===== src/rtl/pea_pkg.sv =====
// Shared types and default sizing for the streaming PEA.
// The output collector state enum lives here so that status/debug logic can decode it.
package pea_pkg;

    localparam int PEA_N_BITS     = 32;
    localparam int OUT_FIFO_DEPTH = 4;
    localparam int OUT_CNT_W      = 16;

    typedef enum logic [1:0] {
        IDLE  = 2'd0,
        RUN   = 2'd1,
        DRAIN = 2'd2,
        DONE  = 2'd3
    } out_coll_state_t;

endpackage


===== src/rtl/s_stream_fifo.sv =====
// Generic synchronous stream FIFO with flush and a registered head word.
// The head register makes a pushed word visible one cycle later and keeps data_o glitch-free.
module s_stream_fifo #(
    parameter int N_BITS = 32,
    parameter int DEPTH  = 4
) (
    input  logic              clk_i,
    input  logic              rst_n_i,
    input  logic              flush_i,
    input  logic              push_i,
    input  logic [N_BITS-1:0] data_i,
    input  logic              pop_i,
    output logic [N_BITS-1:0] data_o,
    output logic              full_o,
    output logic              empty_o
);

    localparam int PTR_W = $clog2(DEPTH);
    localparam int OCC_W = PTR_W + 1;

    logic [N_BITS-1:0] mem_q [DEPTH];
    logic [PTR_W-1:0]  wr_ptr_q, wr_ptr_d;
    logic [PTR_W-1:0]  rd_ptr_q, rd_ptr_d;
    logic [OCC_W-1:0]  occ_q, occ_d;
    logic [N_BITS-1:0] head_q, head_d;
    logic              push_ok;
    logic              pop_ok;

    assign full_o  = (occ_q == OCC_W'(DEPTH));
    assign empty_o = (occ_q == '0);
    assign data_o  = head_q;

    assign push_ok = push_i && !full_o && !flush_i;
    assign pop_ok  = pop_i && !empty_o && !flush_i;

    // Storage array carries no reset so it can map onto RAM resources.
    always_ff @(posedge clk_i) begin
        if (push_ok) begin
            mem_q[wr_ptr_q] <= data_i;
        end
    end

    always_comb begin
        wr_ptr_d = wr_ptr_q;
        rd_ptr_d = rd_ptr_q;
        occ_d    = occ_q;
        head_d   = head_q;
        if (flush_i) begin
            wr_ptr_d = '0;
            rd_ptr_d = '0;
            occ_d    = '0;
            head_d   = '0;
        end else begin
            if (push_ok) begin
                wr_ptr_d = wr_ptr_q + PTR_W'(1);
            end
            if (pop_ok) begin
                rd_ptr_d = rd_ptr_q + PTR_W'(1);
            end
            occ_d = occ_q + OCC_W'(push_ok) - OCC_W'(pop_ok);
            // The incoming word becomes head only when nothing older remains behind it.
            if (push_ok && (empty_o || (pop_ok && occ_q == OCC_W'(1)))) begin
                head_d = data_i;
            end else if (pop_ok && occ_q > OCC_W'(1)) begin
                head_d = mem_q[rd_ptr_q + PTR_W'(1)];
            end else if (pop_ok) begin
                head_d = '0;
            end
        end
    end

    always_ff @(posedge clk_i or negedge rst_n_i) begin
        if (!rst_n_i) begin
            wr_ptr_q <= '0;
            rd_ptr_q <= '0;
            occ_q    <= '0;
            head_q   <= '0;
        end else begin
            wr_ptr_q <= wr_ptr_d;
            rd_ptr_q <= rd_ptr_d;
            occ_q    <= occ_d;
            head_q   <= head_d;
        end
    end

endmodule


===== src/rtl/s_pea_out_collector.sv =====
// Output sink of the streaming PEA: buffers output-PE results, stalls the array when full,
// and tracks the programmed element count to mark the last element and kernel completion.
module s_pea_out_collector
    import pea_pkg::*;
#(
    parameter int N_BITS = PEA_N_BITS,
    parameter int DEPTH  = OUT_FIFO_DEPTH,
    parameter int CNT_W  = OUT_CNT_W
) (
    input  logic              clk_i,
    input  logic              rst_n_i,
    input  logic              mage_done_i,
    input  logic              start_i,
    input  logic [CNT_W-1:0]  n_elems_i,
    input  logic [N_BITS-1:0] pe_res_i,
    input  logic              pe_valid_i,
    output logic              pea_ready_o,
    output logic [N_BITS-1:0] out_data_o,
    output logic              out_valid_o,
    input  logic              out_ready_i,
    output logic              out_last_o,
    output logic              done_o
);

    out_coll_state_t  state_q, state_d;
    logic [CNT_W-1:0] n_elems_q, n_elems_d;
    logic [CNT_W-1:0] in_cnt_q, in_cnt_d;
    logic [CNT_W-1:0] out_cnt_q, out_cnt_d;
    logic             fifo_full;
    logic             fifo_empty;
    logic             push;
    logic             pop;

    // Ready depends only on registers, so downstream back-pressure never reaches the PEs combinationally.
    assign pea_ready_o = (state_q == RUN) && !fifo_full;
    assign out_valid_o = !fifo_empty;
    assign push        = pe_valid_i && pea_ready_o;
    assign pop         = out_valid_o && out_ready_i;
    assign out_last_o  = out_valid_o && (out_cnt_q == n_elems_q - CNT_W'(1));
    assign done_o      = (state_q == DONE);

    s_stream_fifo #(
        .N_BITS (N_BITS),
        .DEPTH  (DEPTH)
    ) u_fifo (
        .clk_i   (clk_i),
        .rst_n_i (rst_n_i),
        .flush_i (mage_done_i),
        .push_i  (push),
        .data_i  (pe_res_i),
        .pop_i   (pop),
        .data_o  (out_data_o),
        .full_o  (fifo_full),
        .empty_o (fifo_empty)
    );

    always_comb begin
        state_d   = state_q;
        n_elems_d = n_elems_q;
        in_cnt_d  = in_cnt_q;
        out_cnt_d = out_cnt_q;
        if (mage_done_i) begin
            state_d   = IDLE;
            in_cnt_d  = '0;
            out_cnt_d = '0;
        end else begin
            if (push) begin
                in_cnt_d = in_cnt_q + CNT_W'(1);
            end
            if (pop) begin
                out_cnt_d = out_cnt_q + CNT_W'(1);
            end
            case (state_q)
                IDLE: begin
                    if (start_i) begin
                        n_elems_d = n_elems_i;
                        in_cnt_d  = '0;
                        out_cnt_d = '0;
                        state_d   = (n_elems_i == '0) ? DONE : RUN;
                    end
                end
                RUN: begin
                    if (push && in_cnt_q == n_elems_q - CNT_W'(1)) begin
                        state_d = DRAIN;
                    end
                end
                DRAIN: begin
                    if (pop && out_cnt_q == n_elems_q - CNT_W'(1)) begin
                        state_d = DONE;
                    end
                end
                DONE: begin
                    state_d = DONE;
                end
                default: begin
                    state_d = IDLE;
                end
            endcase
        end
    end

    always_ff @(posedge clk_i or negedge rst_n_i) begin
        if (!rst_n_i) begin
            state_q   <= IDLE;
            n_elems_q <= '0;
            in_cnt_q  <= '0;
            out_cnt_q <= '0;
        end else begin
            state_q   <= state_d;
            n_elems_q <= n_elems_d;
            in_cnt_q  <= in_cnt_d;
            out_cnt_q <= out_cnt_d;
        end
    end

endmodule


===== config.mk =====
export PLATFORM = sky130hd
export DESIGN_NAME = s_pea_out_collector
export DESIGN_NICKNAME = d
export VERILOG_FILES = /design/src/rtl/pea_pkg.sv /design/src/rtl/s_stream_fifo.sv /design/src/rtl/s_pea_out_collector.sv
export SDC_FILE = /design/constraint.sdc
export NUM_CORES = 1
export LEC_CHECK = 0
export ABC_CLOCK_PERIOD_IN_PS = 3300
export CAP_MARGIN = 20
export CORE_ASPECT_RATIO = 1.25
export CORE_UTILIZATION = 57
export DETAILED_ROUTE_END_ITERATION = 16
export GPL_TIMING_DRIVEN = 0
export PLACE_DENSITY = 0.79
export SYNTH_ARGS = -nofsm -noshare
export SYNTH_HDL_FRONTEND = slang
export SYNTH_SLANG_ARGS = --single-unit

===== constraint.sdc =====
create_clock -name clk_i -period 3.3 [get_ports clk_i]
set_input_delay 0.66 -clock clk_i [delete_from_list [all_inputs] [get_ports clk_i]]
set_output_delay 0.66 -clock clk_i [all_outputs]
set_load 0.03 [all_outputs]

== After elaboration in Yosys (flattened, before gate mapping) ==
Memory sizes are Yosys's and may differ from the RTL's.
Index checks and enable logic that the tools add are counted.

* Memories: 1
* Logic and storage cells: 78
* Bits of input ports: 54
* Bits in writable memories: 128
* Register bits: 89
* Output and inout bits: 36

* Eq/ne operators: 10
* Magnitude comparators: 1
* Bitwise gates (word level): 1
* Add/sub/neg operators: 7
* Multiplexer cells: 25
* Reduce and logical (&&, ||, !) cells: 25

{| class="wikitable"
|+ Memory list
! memory !! depth !! width !! rd ports !! clocked after Yosys merged registers in !! write ports !! RTL line !! text
|-
| u_fifo.mem_q || 4 || 32 || 1 || 0 || 1 || s_stream_fifo.sv:21 || <nowiki>logic [N_BITS-1:0] mem_q [DEPTH];</nowiki>
|}

{| class="wikitable"
|+ Operators by type and width
! kind !! count
|-
| $mux W16 || 8
|-
| $mux W32 || 4
|-
| $add A16 B1 Y16 const B || 2
|-
| $eq A16 B16 Y1 || 2
|-
| $mux W2 || 9
|-
| $logic_not A16 Y1 || 1
|-
| $sub A16 B1 Y16 const B || 1
|-
| $logic_and A1 B1 Y1 || 13
|-
| $pmux W2 S4 || 1
|-
| $ne A3 B3 Y1 const B || 2
|-
| $reduce_and A3 Y1 || 2
|-
| $add A2 B1 Y2 const B || 2
|-
| $eq A2 B2 Y1 const B || 2
|-
| $reduce_bool A2 Y1 || 2
|-
| $reduce_bool A4 Y1 || 1
|-
| $add A3 B1 Y3 || 1
|-
| $eq A3 B1 Y1 const B || 1
|-
| $eq A3 B3 Y1 const B || 1
|-
| $gt A3 B1 Y1 const B || 1
|-
| $logic_not A1 Y1 || 3
|-
| $logic_not A3 Y1 || 1
|-
| $mux W3 || 1
|-
| $ne A3 B2 Y1 const B || 1
|-
| $sub A3 B1 Y3 || 1
|-
| other kinds (5) || 6
|}

== Longest topological paths before layout ==
Gate-level depths: netlist (run 1).

* Word-level depth: 10
* Mapped depth: 9
* Gate-level depth less buffers: 9

== By module ==
From an unflattened synthesis (run 1), not the netlist that was laid out.

* Cells, all modules: 695
* Area, all modules: 9990.8 µm²

{| class="wikitable"
|+ By module, submodules not included
! module !! cells each !! area an instance (µm²) !! sequential area each (µm²) !! times used
|-
| s_stream_fifo || 337 || 6680.2 || 4819.6 || 1
|-
| s_pea_out_collector || 358 || 3310.7 || 1251.2 || 1
|}

== Least setup slack after synthesis (run 1) ==
No wires, ideal clock.

* Path kind: reg2out
* Start: register n_elems_q[0]
* End: output out_last_o
* Setup slack: 0.040 ns
* Stages on the path, launching flop included: 9
* Buffers on the path: 0
* Arrival time: 2.600 ns
* Required time: 2.640 ns
* Path through: dfrtp_1 > inv_1 > ha_1 > or3b_2 > nor4_1 > xnor3_1 > o2111ai_1 > nor4_1 > and3_1

* Longest elaborated chain between the ends: 3

{| class="wikitable"
|+ Ends and longest elaborated chain
! element !! RTL line !! text
|-
| start, declared || s_pea_out_collector.sv:26 || <nowiki>logic [CNT_W-1:0] n_elems_q, n_elems_d;</nowiki>
|-
| start signal, assigned || s_pea_out_collector.sv:110 || <nowiki>n_elems_q <= n_elems_d;</nowiki>
|-
| $sub A16 B1 Y16 || s_pea_out_collector.sv:39 || <nowiki>assign out_last_o = out_valid_o && (out_cnt_q == n_elems_q - CNT_W'(1));</nowiki>
|-
| $eq A16 B16 Y1 || s_pea_out_collector.sv:39 ||
|-
| $logic_and A1 B1 Y1 || s_pea_out_collector.sv:39 ||
|-
| end, declared || s_pea_out_collector.sv:21 || <nowiki>output logic out_last_o,</nowiki>
|}

No other way between the ends.

== Final worst setup path (run 1) ==
Ends and elaborated chain as after synthesis.

==> results of run 1 <==
[area by class of cell]
| cell class | count | area, µm² | share of cell area [%] |
|---|---|---|---|
| Clock inverter | 8 | 91.3 | 0.767 |
| Multi-Input combinational cell | 402 | 3500 | 29.4 |
| Buffer | 32 | 143 | 1.20 |
| Clock buffer | 32 | 629 | 5.29 |
| Inverter | 10 | 37.5 | 0.315 |
| Tap cell | 216 | 270 | 2.27 |
| Timing Repair Buffer | 114 | 1150 | 9.70 |
| Sequential cell | 217 | 6080 | 51.0 |
[logic make-up (layout without fill, tap and decap cells)]
logic type | Yosys count | after routing
and+or+nand+nor | 203 | 203
adders and majority gates | 12 | 12
AOI/OAI and AO/OA | 69 | 69
muxes | 49 | 49
buffers and inverters | 47 | 196
xor gates and xnor gates | 69 | 69
DFF | 217 | 217
[synth_stat cells (6+ instances only)]
library cell and number:
edfxtp_1 128, dfrtp_1 89, nor2_1 48, xnor2_1 37, nor2b_1 36, a221o_1 32
mux4_2 32, xor2_1 30, clkbuf_1 27, nand2_1 26, nand4_1 17, mux2_2 14
and3_1 12, a21oi_1 11, ha_1 11, nand3_1 11, nor3_1 11, inv_1 10
o21ai_0 10, nor4_1 9, or3_1 9, buf_1 6
[final timing paths]
path,depth (start not counted),slack (ns),to,start
worst max-delay path,7,-0.32,out_last_o,n_elems_q[0]$_DFFE_PN0P_
worst min-delay path,1,0.09,in_cnt_q[8]$_DFF_PN0_,rst_n_i
worst max register to register,15,0.06,state_q[0]$_DFFE_PN0P_,n_elems_q[0]$_DFFE_PN0P_
worst min register to register,1,0.51,u_fifo.data_o[18]$_DFFE_PN0P_,u_fifo.data_o[18]$_DFFE_PN0P_
max in group asynchronous,2,2.51,n_elems_q[0]$_DFFE_PN0P_,rst_n_i
min in group clk_i,1,0.51,u_fifo.data_o[18]$_DFFE_PN0P_,u_fifo.data_o[18]$_DFFE_PN0P_
[registers in the layout, summed over array words and instances, names as in the netlist]
name,cells
n_elems_q,16
u_fifo.occ_q,3
state_q,2
u_fifo.data_o,32
in_cnt_q,16
out_cnt_q,16
u_fifo.rd_ptr_q,2
u_fifo.mem_q,128
u_fifo.wr_ptr_q,2
[timing repair]
item                                    in CTS  in global routing
endpoints found under the hold margin        0                  0
buffers inserted                            20                  1
pin swaps                                   10                  2
endpoints found under the setup margin       1                  2
gates resized for setup                     41                  4
[per-layer routing]
layer / GRT usage (%) / up-vias
met5: 0 / -
met4: 14.3 / 0
met3: 4.35 / 68
met2: 50.1 / 251
met1: 32.4 / 3230
li1: - / 2787
[stage by stage]
step / cells / area, µm² / hold slack (ns) / util [%] / total power [mW]
floorplan: 666 / 9630 / 0.364 / - / 4.22
global placement: 971 / 10800 / 0.499 / 66.1 / 4.75
detailed placement: 975 / 10900 / 0.494 / 66.6 / 4.80
CTS: 1031 / 11900 / 0.0937 / 72.8 / 7.42
global route: 1031 / 11900 / 0.109 / 72.9 / 7.66
finish: 1031 / 11900 / 0.0885 / 72.9 / 7.41
[power breakdown]
group          switching, mW  total, mW  internal (mW)
combinational          0.900       1.69          0.785
sequential             0.187       3.23           3.05
clock                   1.01       2.49           1.48
total                   2.09       7.41           5.31
==> out/results.ini, run 1 <==
[clock_tree]
tritoncts=yes
root_buffer=clkbuf_16
insertion_delay_ns=0.50
clk_path_buf_depth=3
cts_max_level=1
ctsHoldBuffers=0
cts_buffers=22
cts_sinks=217
clkTransAtPathRegs_ns=0.06

[drt]
ant_nets=0
first_pass_iters=5
wl_um=23400
wl_per_cell_um=22.7
top_layer=met4
via_per_inst=6.15
routed-wl-met2_um=12500
via_count=6336
routed-wl-met3_um=1240
wl_met1_um=8770
drt_iter0_markers=421
route.detailed.drc=0

[logic_synthesis]
netlist_area_um2=9630
synthSimpleGateAreaFrac_pct=11.5
synth_xor_area_share_pct=6.56
synth-compound-area-share_pct=5.81
yosys_warnings=0
synth_mux_area_share_pct=9.43
synth_ff_type=edfxtp_1
synth-seq-area-share_pct=63.0
synth_area_leaders=edfxtp_1 (40%), dfrtp_1 (23%), mux4_2 (7.5%)
synth_top_family_by_area=simple AND/OR/NAND/NOR gates
syn_area_per_cell_um2=14.5
async_flop_share_pct=41.0
ys_ff_latch=217
ys_types=54
synthCells=666
yosys.area.top_type=edfxtp_1
synthAdderAreaFrac_pct=1.64
synth_nets=732
synth_top_area_share_pct=39.9
synth_edf_count=128

[timing]
finalSetupViolCount=1
fmax_mhz=276
finalMaxSlewViolations=0
rsz0062_at_grt=true
clock-skew-final_ns=0.00824
relSlewSlack_pct=38.8
fin_crit_ns=3.62
finalSetupTns_ns=-0.317
worstMarginPinSlew_ns=0.918
fin_crit_sh_pct=110
hold_viol=0
finalWorstSetupSlack_ns=-0.317

[critical_path]
worst_path_max_delay_cell=or4_4
crit_fanout=7
crit_path_end_kind=primary output
path_delay_family=simple AND/OR/NAND/NOR gates
critPathArrivalTime_ns=2.96
worst_path_largest_cell_delay_ns=0.57
start_kind=flop
cp_num_buf_inv=2
worstSetupPathType=reg -> out
worstPathRequired_ns=2.64
cp_cell_sequence=buf_6 > or4_4 > or4_4 > xnor2_2 > nor4_2 > and3_1 > buf_6

[worst_hold_path]
hold_class=in -> async

[floorplan]
core_area_um2=16300
start_util_pct=59.0
die_w_um=118
ioPinCount=90
rows=52
fp.dieArea_um2=17400
die_y_um=147

[grt]
grt_util_all_layers_pct=27.9
grt_pass1_vias=6802
grt_start_max_net_pins=63
grt-ovfl-total=0
antenna_found_initial=0
grt_pass1_wl_um=37000

[power]
power.density_nw_per_um2=622
vdd_drop_max_uv=502
p_leak_nw=4.35

[layout]
diodes=0
nets=865
n_fill_cell=1042
final_common_cell=edfxtp_1
drive_above_1_share_pct=17.3
final_cell_mix=edfxtp_1 (128), clkdlybuf4s50_1 (87), dfrtp_1 (84)
area_delta_synth_final_pct=23.6

[status]
outcome=complete, but fails checks
violations=setup timing

[place]
dp_hpwl_um=15700
place.gp.congestion=0.900
io_buffers=89
dp_slack_ns=-0.929

[flow_run]
max_cap_viol_count=0

(Power assumes the default switching activity.)
==> run 2, diff against run 1 <==
--- a/config.mk
+++ b/config.mk
@@ -12,6 +12,7 @@
 export DETAILED_ROUTE_END_ITERATION = 16
 export GPL_TIMING_DRIVEN = 0
 export PLACE_DENSITY = 0.79
+export SLEW_MARGIN = 20
 export SYNTH_ARGS = -nofsm -noshare
 export SYNTH_HDL_FRONTEND = slang
 export SYNTH_SLANG_ARGS = --single-unit
==> run 2 against run 1 <==
Net effect:
- worst hold slack gained 0.42 ns
- sequential share of layout area shrank 0.79 points
- largest power group unchanged
- clock skew grew 0.0027 ns
- the flow still finishes with violations (setup timing)
- highest routed layer unchanged
- clock power grew 13%
- count of clock-buffer cells in the layout shrank 7
- cell count grew 0.97%
- global-route usage grew 0.63 points
- critical endpoint is now state_q[0]$_DFFE_PN0P_
- power grew 4.6%
==> out/results.ini, run 2 (same netlist as run 1, synthesis figures left out) <==
[drt]
via_count=6400
via_per_inst=6.15
wl_per_cell_um=22.9
ant_nets=0
drt_iter0_markers=407
wl_um=23800
first_pass_iters=7
route.detailed.drc=0

[critical_path]
rr_endpoint=state_q[0]$_DFFE_PN0P_
start_kind=flop
ff2ff_setup_slack_ns=-0.27
worstSetupPathType=reg -> reg
crit_path_end_kind=flop
crit_fanout=9
r2r_start=n_elems_q[2]$_DFFE_PN0P_
reg2regPathDepth=19
critPathArrivalTime_ns=3.93
startpoint=n_elems_q[2]$_DFFE_PN0P_
worstPathRequired_ns=3.66

[clock_tree]
cts_max_level=1
clkTransAtPathRegs_ns=0.07
insertion_delay_ns=0.50
clk_path_buf_depth=3
cts_buffers=22
root_buffer=clkbuf_16
cts_sinks=217
tritoncts=yes

[worst_hold_path]
hold_class=reg -> reg
hold_path_startpoint=u_fifo.data_o[18]$_DFFE_PN0P_
hold_depth=1
hold_end=u_fifo.data_o[18]$_DFFE_PN0P_

[timing]
worstMarginPinSlew_ns=0.892
finalSetupViolCount=2
fmax_mhz=280
finalMaxSlewViolations=0
fin_crit_sh_pct=108
rsz0062_at_grt=true
relSlewSlack_pct=40.5
finalWorstSetupSlack_ns=-0.270
fin_crit_ns=3.57
hold_viol=0
clock-skew-final_ns=0.0109

[floorplan]
ioPinCount=90
core_area_um2=16300
fp.dieArea_um2=17400
rows=52
die_y_um=147
die_w_um=118
start_util_pct=59.0

[grt]
grt_start_max_net_pins=74
grt_pass1_vias=6876
grt-ovfl-total=0
grt_util_all_layers_pct=28.6
grt_pass1_wl_um=37700
antenna_found_initial=0

[place]
dp_hpwl_um=15800
dp_cells=976
place.gp.congestion=0.900
dp_slack_ns=-0.904
io_buffers=89

[layout]
final_cell_mix=edfxtp_1 (128), clkdlybuf4s50_1 (87), dfrtp_1 (82)
area_delta_synth_final_pct=25.6
final_common_cell=edfxtp_1
nets=875
drive_above_1_share_pct=18.9
diodes=0
largest_register_ffs=128
layout.cells.non_filler=1041
regMostFlops=u_fifo.mem_q

[status]
violations=setup timing
outcome=complete, but fails checks

[power]
vdd_drop_max_uv=500
power.density_nw_per_um2=640
fin_total_pwr_mw=7.75
p_leak_nw=4.44

[flow_run]
max_cap_viol_count=0

## run 2: changes by cell type in the layout (fill, tap and decap cells not counted), sizes merged
cell / before / now
clkinvlp: 0 / 2
inv: 11 / 12
clkbuf: 55 / 48
buf: 36 / 45
dlygate4sd3: 0 / 1
bufinv: 2 / 6
## run 2: repair_timing
action / 4_1_cts / 5_1_grt
setup buffers: 24 / 5
endpoints found under the setup margin: 1 / 2
hold buffers: 1 / 0
pin swaps: 12 / 1
gates resized for setup: 42 / 2
hold endpoints to repair: 16 / 0
cloned: 0 / 0
## run 2: where the power goes
| part | internal (mW) | switching, mW |
|---|---|---|
| sequential | 3.05 | 0.176 |
| combinational | 0.793 | 0.920 |
| clock | 1.75 | 1.06 |
| total | 5.59 | 2.15 |
## run 2: layer usage
metal,track usage [%],wire length (µm)
met5,0,0
met4,14.1,1010
met3,5.05,1310
met2,51.4,13000
met1,32.8,8530
## run 2: critical path, cell delays in order, from the launching register on
cell	delay [ns]
dfrtp_1	0.38
buf_6	0.14
or4_1	0.50
buf_6	0.17
or4_4	0.45
xnor2_2	0.16
nor4_2	0.06
buf_4	0.14
buf_4	0.12
buf_4	0.12
buf_4	0.12
buf_4	0.12
buf_4	0.12
buf_4	0.12
buf_4	0.12
buf_4	0.12
buf_4	0.12
buf_4	0.12
nand4_1	0.10
a31oi_1	0.10
## run 2: per-stage QoR
step | cell area [µm²] | hold WS (ns) | setup TNS [ns] | utilization [%]
2_1_floorplan | 9630 | 0.364 | 0 | -
3_3_place_gp | 10800 | 0.499 | -227.96 | 66.1
3_5_place_dp | 10900 | 0.499 | -0.904 | 66.9
4_1_cts | 12100 | 0.517 | -0.367 | 73.9
5_1_grt | 12100 | 0.524 | -0.648 | 74.1
6_report | 12100 | 0.513 | -0.492 | 74.1
## run 2: cell type report
type                       instances  area (µm²)
buffer                            32         143
clock buffer                      25         583
clock inverter                    15         241
fill                            1011        4230
inverter                          10        37.5
multi-input combinational        402        3500
sequential                       217        6080
tap                              216         270
timing repair buffer             124        1240
## run 2: how the worst max path moves through the flow
stage / endpoint / slack [ns] / depth (start not counted)
after global routing: out_last_o / -0.33 / 9
after detailed placement: out_last_o / -0.90 / 9
after floorplan: out_last_o / 0.04 / 8
final: state_q[0]$_DFFE_PN0P_ / -0.27 / 19
after global placement: u_fifo.data_o[27]$_DFFE_PN0P_ / -1.86 / 1
after CTS: out_last_o / -0.21 / 9
==> run 3, diff against run 2 <==
--- a/config.mk
+++ b/config.mk
@@ -8,10 +8,10 @@
 export ABC_CLOCK_PERIOD_IN_PS = 3300
 export CAP_MARGIN = 20
 export CORE_ASPECT_RATIO = 1.25
-export CORE_UTILIZATION = 57
+export CORE_UTILIZATION = 45
 export DETAILED_ROUTE_END_ITERATION = 16
 export GPL_TIMING_DRIVEN = 0
-export PLACE_DENSITY = 0.79
+export PLACE_DENSITY = 0.65
 export SLEW_MARGIN = 20
 export SYNTH_ARGS = -nofsm -noshare
 export SYNTH_HDL_FRONTEND = slang
==> run 3 against run 2 <==
Net effect:
- the run still ends with setup timing left
- global-route usage shrank 7.3 points
- power shrank 7.0%
- fmax shrank 1.1%
- critical endpoint is now out_last_o
- routed wire length shrank 4.6%
- cell count grew 4.2%
- non-clock buffer count shrank 16
- clock power shrank 18%
- first-iteration DRC count shrank 28%
- via count shrank 4.8%
- combinational power shrank 3%
- setup slack lost 0.041 ns
==> out/results.ini, run 3 (same netlist as run 1, synthesis figures left out) <==
[layout]
final_cell_mix=edfxtp_1 (128), clkdlybuf4s50_1 (87), dfrtp_1 (82)
diodes=0
drive_above_1_share_pct=16.5
area_delta_synth_final_pct=23.3
final_util_pct=56.9
largest_register_ffs=128
nets=860
final_common_cell=edfxtp_1
regMostFlops=u_fifo.mem_q
fin_area_um2=11900

[critical_path]
crit_fanout=7
ff2ff_setup_slack_ns=0.43
worstSetupPathType=reg -> out
critPathArrivalTime_ns=2.95
start_kind=flop
worstPathRequired_ns=2.64
reg2regPathDepth=8
crit_path_end_kind=primary output
rr_endpoint=u_fifo.data_o[12]$_DFFE_PN0P_
r2r_start=u_fifo.occ_q[1]$_DFF_PN0_

[timing]
clock-skew-final_ns=0.0160
finalSetupTns_ns=-0.311
fin_crit_ns=3.61
fmax_mhz=277
rsz0062_at_grt=true
finalSetupViolCount=1
relSlewSlack_pct=38.4
finalWorstSetupSlack_ns=-0.311
fin_crit_sh_pct=109
fin_hold_ws_ns=0.0563
finalMaxSlewViolations=0
worstMarginPinSlew_ns=0.924
hold_viol=0

[status]
violations=setup timing
outcome=complete, but fails checks

[drt]
ant_nets=0
via_per_inst=5.62
first_pass_iters=4
route.detailed.drc=0
via_count=6093
drt_iter0_markers=292
wl_um=22700
wl_per_cell_um=20.9

[floorplan]
die_y_um=166
start_util_pct=46.1
ioPinCount=90
core_area_um2=20900
fp.dieArea_um2=22000
die_w_um=133
rows=59

[clock_tree]
clkTransAtPathRegs_ns=0.06
cts_max_level=1
cts_buffers=23
cts_sinks=217
clk_path_buf_depth=3
insertion_delay_ns=0.51
root_buffer=clkbuf_16
tritoncts=yes

[grt]
grt_util_all_layers_pct=21.2
grt_start_max_net_pins=54
antenna_found_initial=0
grt-ovfl-total=0
grt_pass1_vias=6493
grt_pass1_wl_um=35700

[flow_run]
max_cap_viol_count=0

[power]
fin_total_pwr_mw=7.20
p_leak_nw=4.27
power.density_nw_per_um2=606
vdd_drop_max_uv=464

[place]
dp_hpwl_um=15000
place.gp.congestion=0.913
placed_area_um2=11000
io_buffers=89

[worst_hold_path]
hold_class=in -> async

-- run 3: how the worst max path moves through the flow --
| stage | start | to | slack [ns] | cells after the start |
|---|---|---|---|---|
| after floorplan | n_elems_q[0]$_DFFE_PN0P_ | out_last_o | 0.04 | 8 |
| after global placement | rst_n_i | u_fifo.data_o[14]$_DFFE_PN0P_ | -2.07 | 1 |
| after detailed placement | n_elems_q[0]$_DFFE_PN0P_ | out_last_o | -0.98 | 9 |
| after CTS | n_elems_q[12]$_DFFE_PN0P_ | out_last_o | -0.25 | 7 |
| after global routing | n_elems_q[6]$_DFFE_PN0P_ | out_last_o | -0.42 | 8 |
| final | n_elems_q[6]$_DFFE_PN0P_ | out_last_o | -0.31 | 8 |
-- run 3: per-layer routing --
| layer | GRT usage [%] | routed length (µm) | share of wire [%] |
|---|---|---|---|
| met1 | 26.6 | 9410 | 41 |
| met2 | 37.6 | 11500 | 51 |
| met3 | 3.30 | 1130 | 5.0 |
| met4 | 7.11 | 630 | 2.8 |
| met5 | 0 | 0 | 0 |
-- run 3: critical path, cell delays in order (launching register included) --
cell,delay [ns]
dfrtp_2,0.47
or3_4,0.42
buf_8,0.15
nor4_4,0.31
xnor3_1,0.22
o2111ai_2,0.14
nor4_2,0.35
and3_1,0.23
buf_6,0.14
-- run 3: timing repair --
action | CTS | global route
setup endpoints to repair | 1 | 1
buffers inserted | 12 | 1
gates resized for setup | 39 | 5
hold buffers | 0 | 0
pin swaps | 10 | 1
-- run 3: cell type report --
type	instances	area, µm²
plain buffers	33	154
clock buffers	29	598
clock inverters	13	67.6
fillers	1651	9010
inverters	10	37.5
multi-input cells	402	3500
flip-flops and latches	217	6080
well taps	274	343
repair buffers	107	1100
-- run 3: where the power goes --
group | switching (mW) | internal, mW | leakage (nW)
clock network | 1.03 | 1.29 | 0.326
logic | 0.888 | 0.772 | 1.60
registers | 0.181 | 3.05 | 2.35
total | 2.10 | 5.11 | 4.27
-- run 3: metrics by stage --
stage | std cells | setup slack (ns)
after floorplan | 666 | 0.0403
after CTS | 1084 | -0.249
after detailed placement | 1034 | -0.977
after global routing | 1085 | -0.421
after global placement | 1029 | -2.07
final | 1085 | -0.311
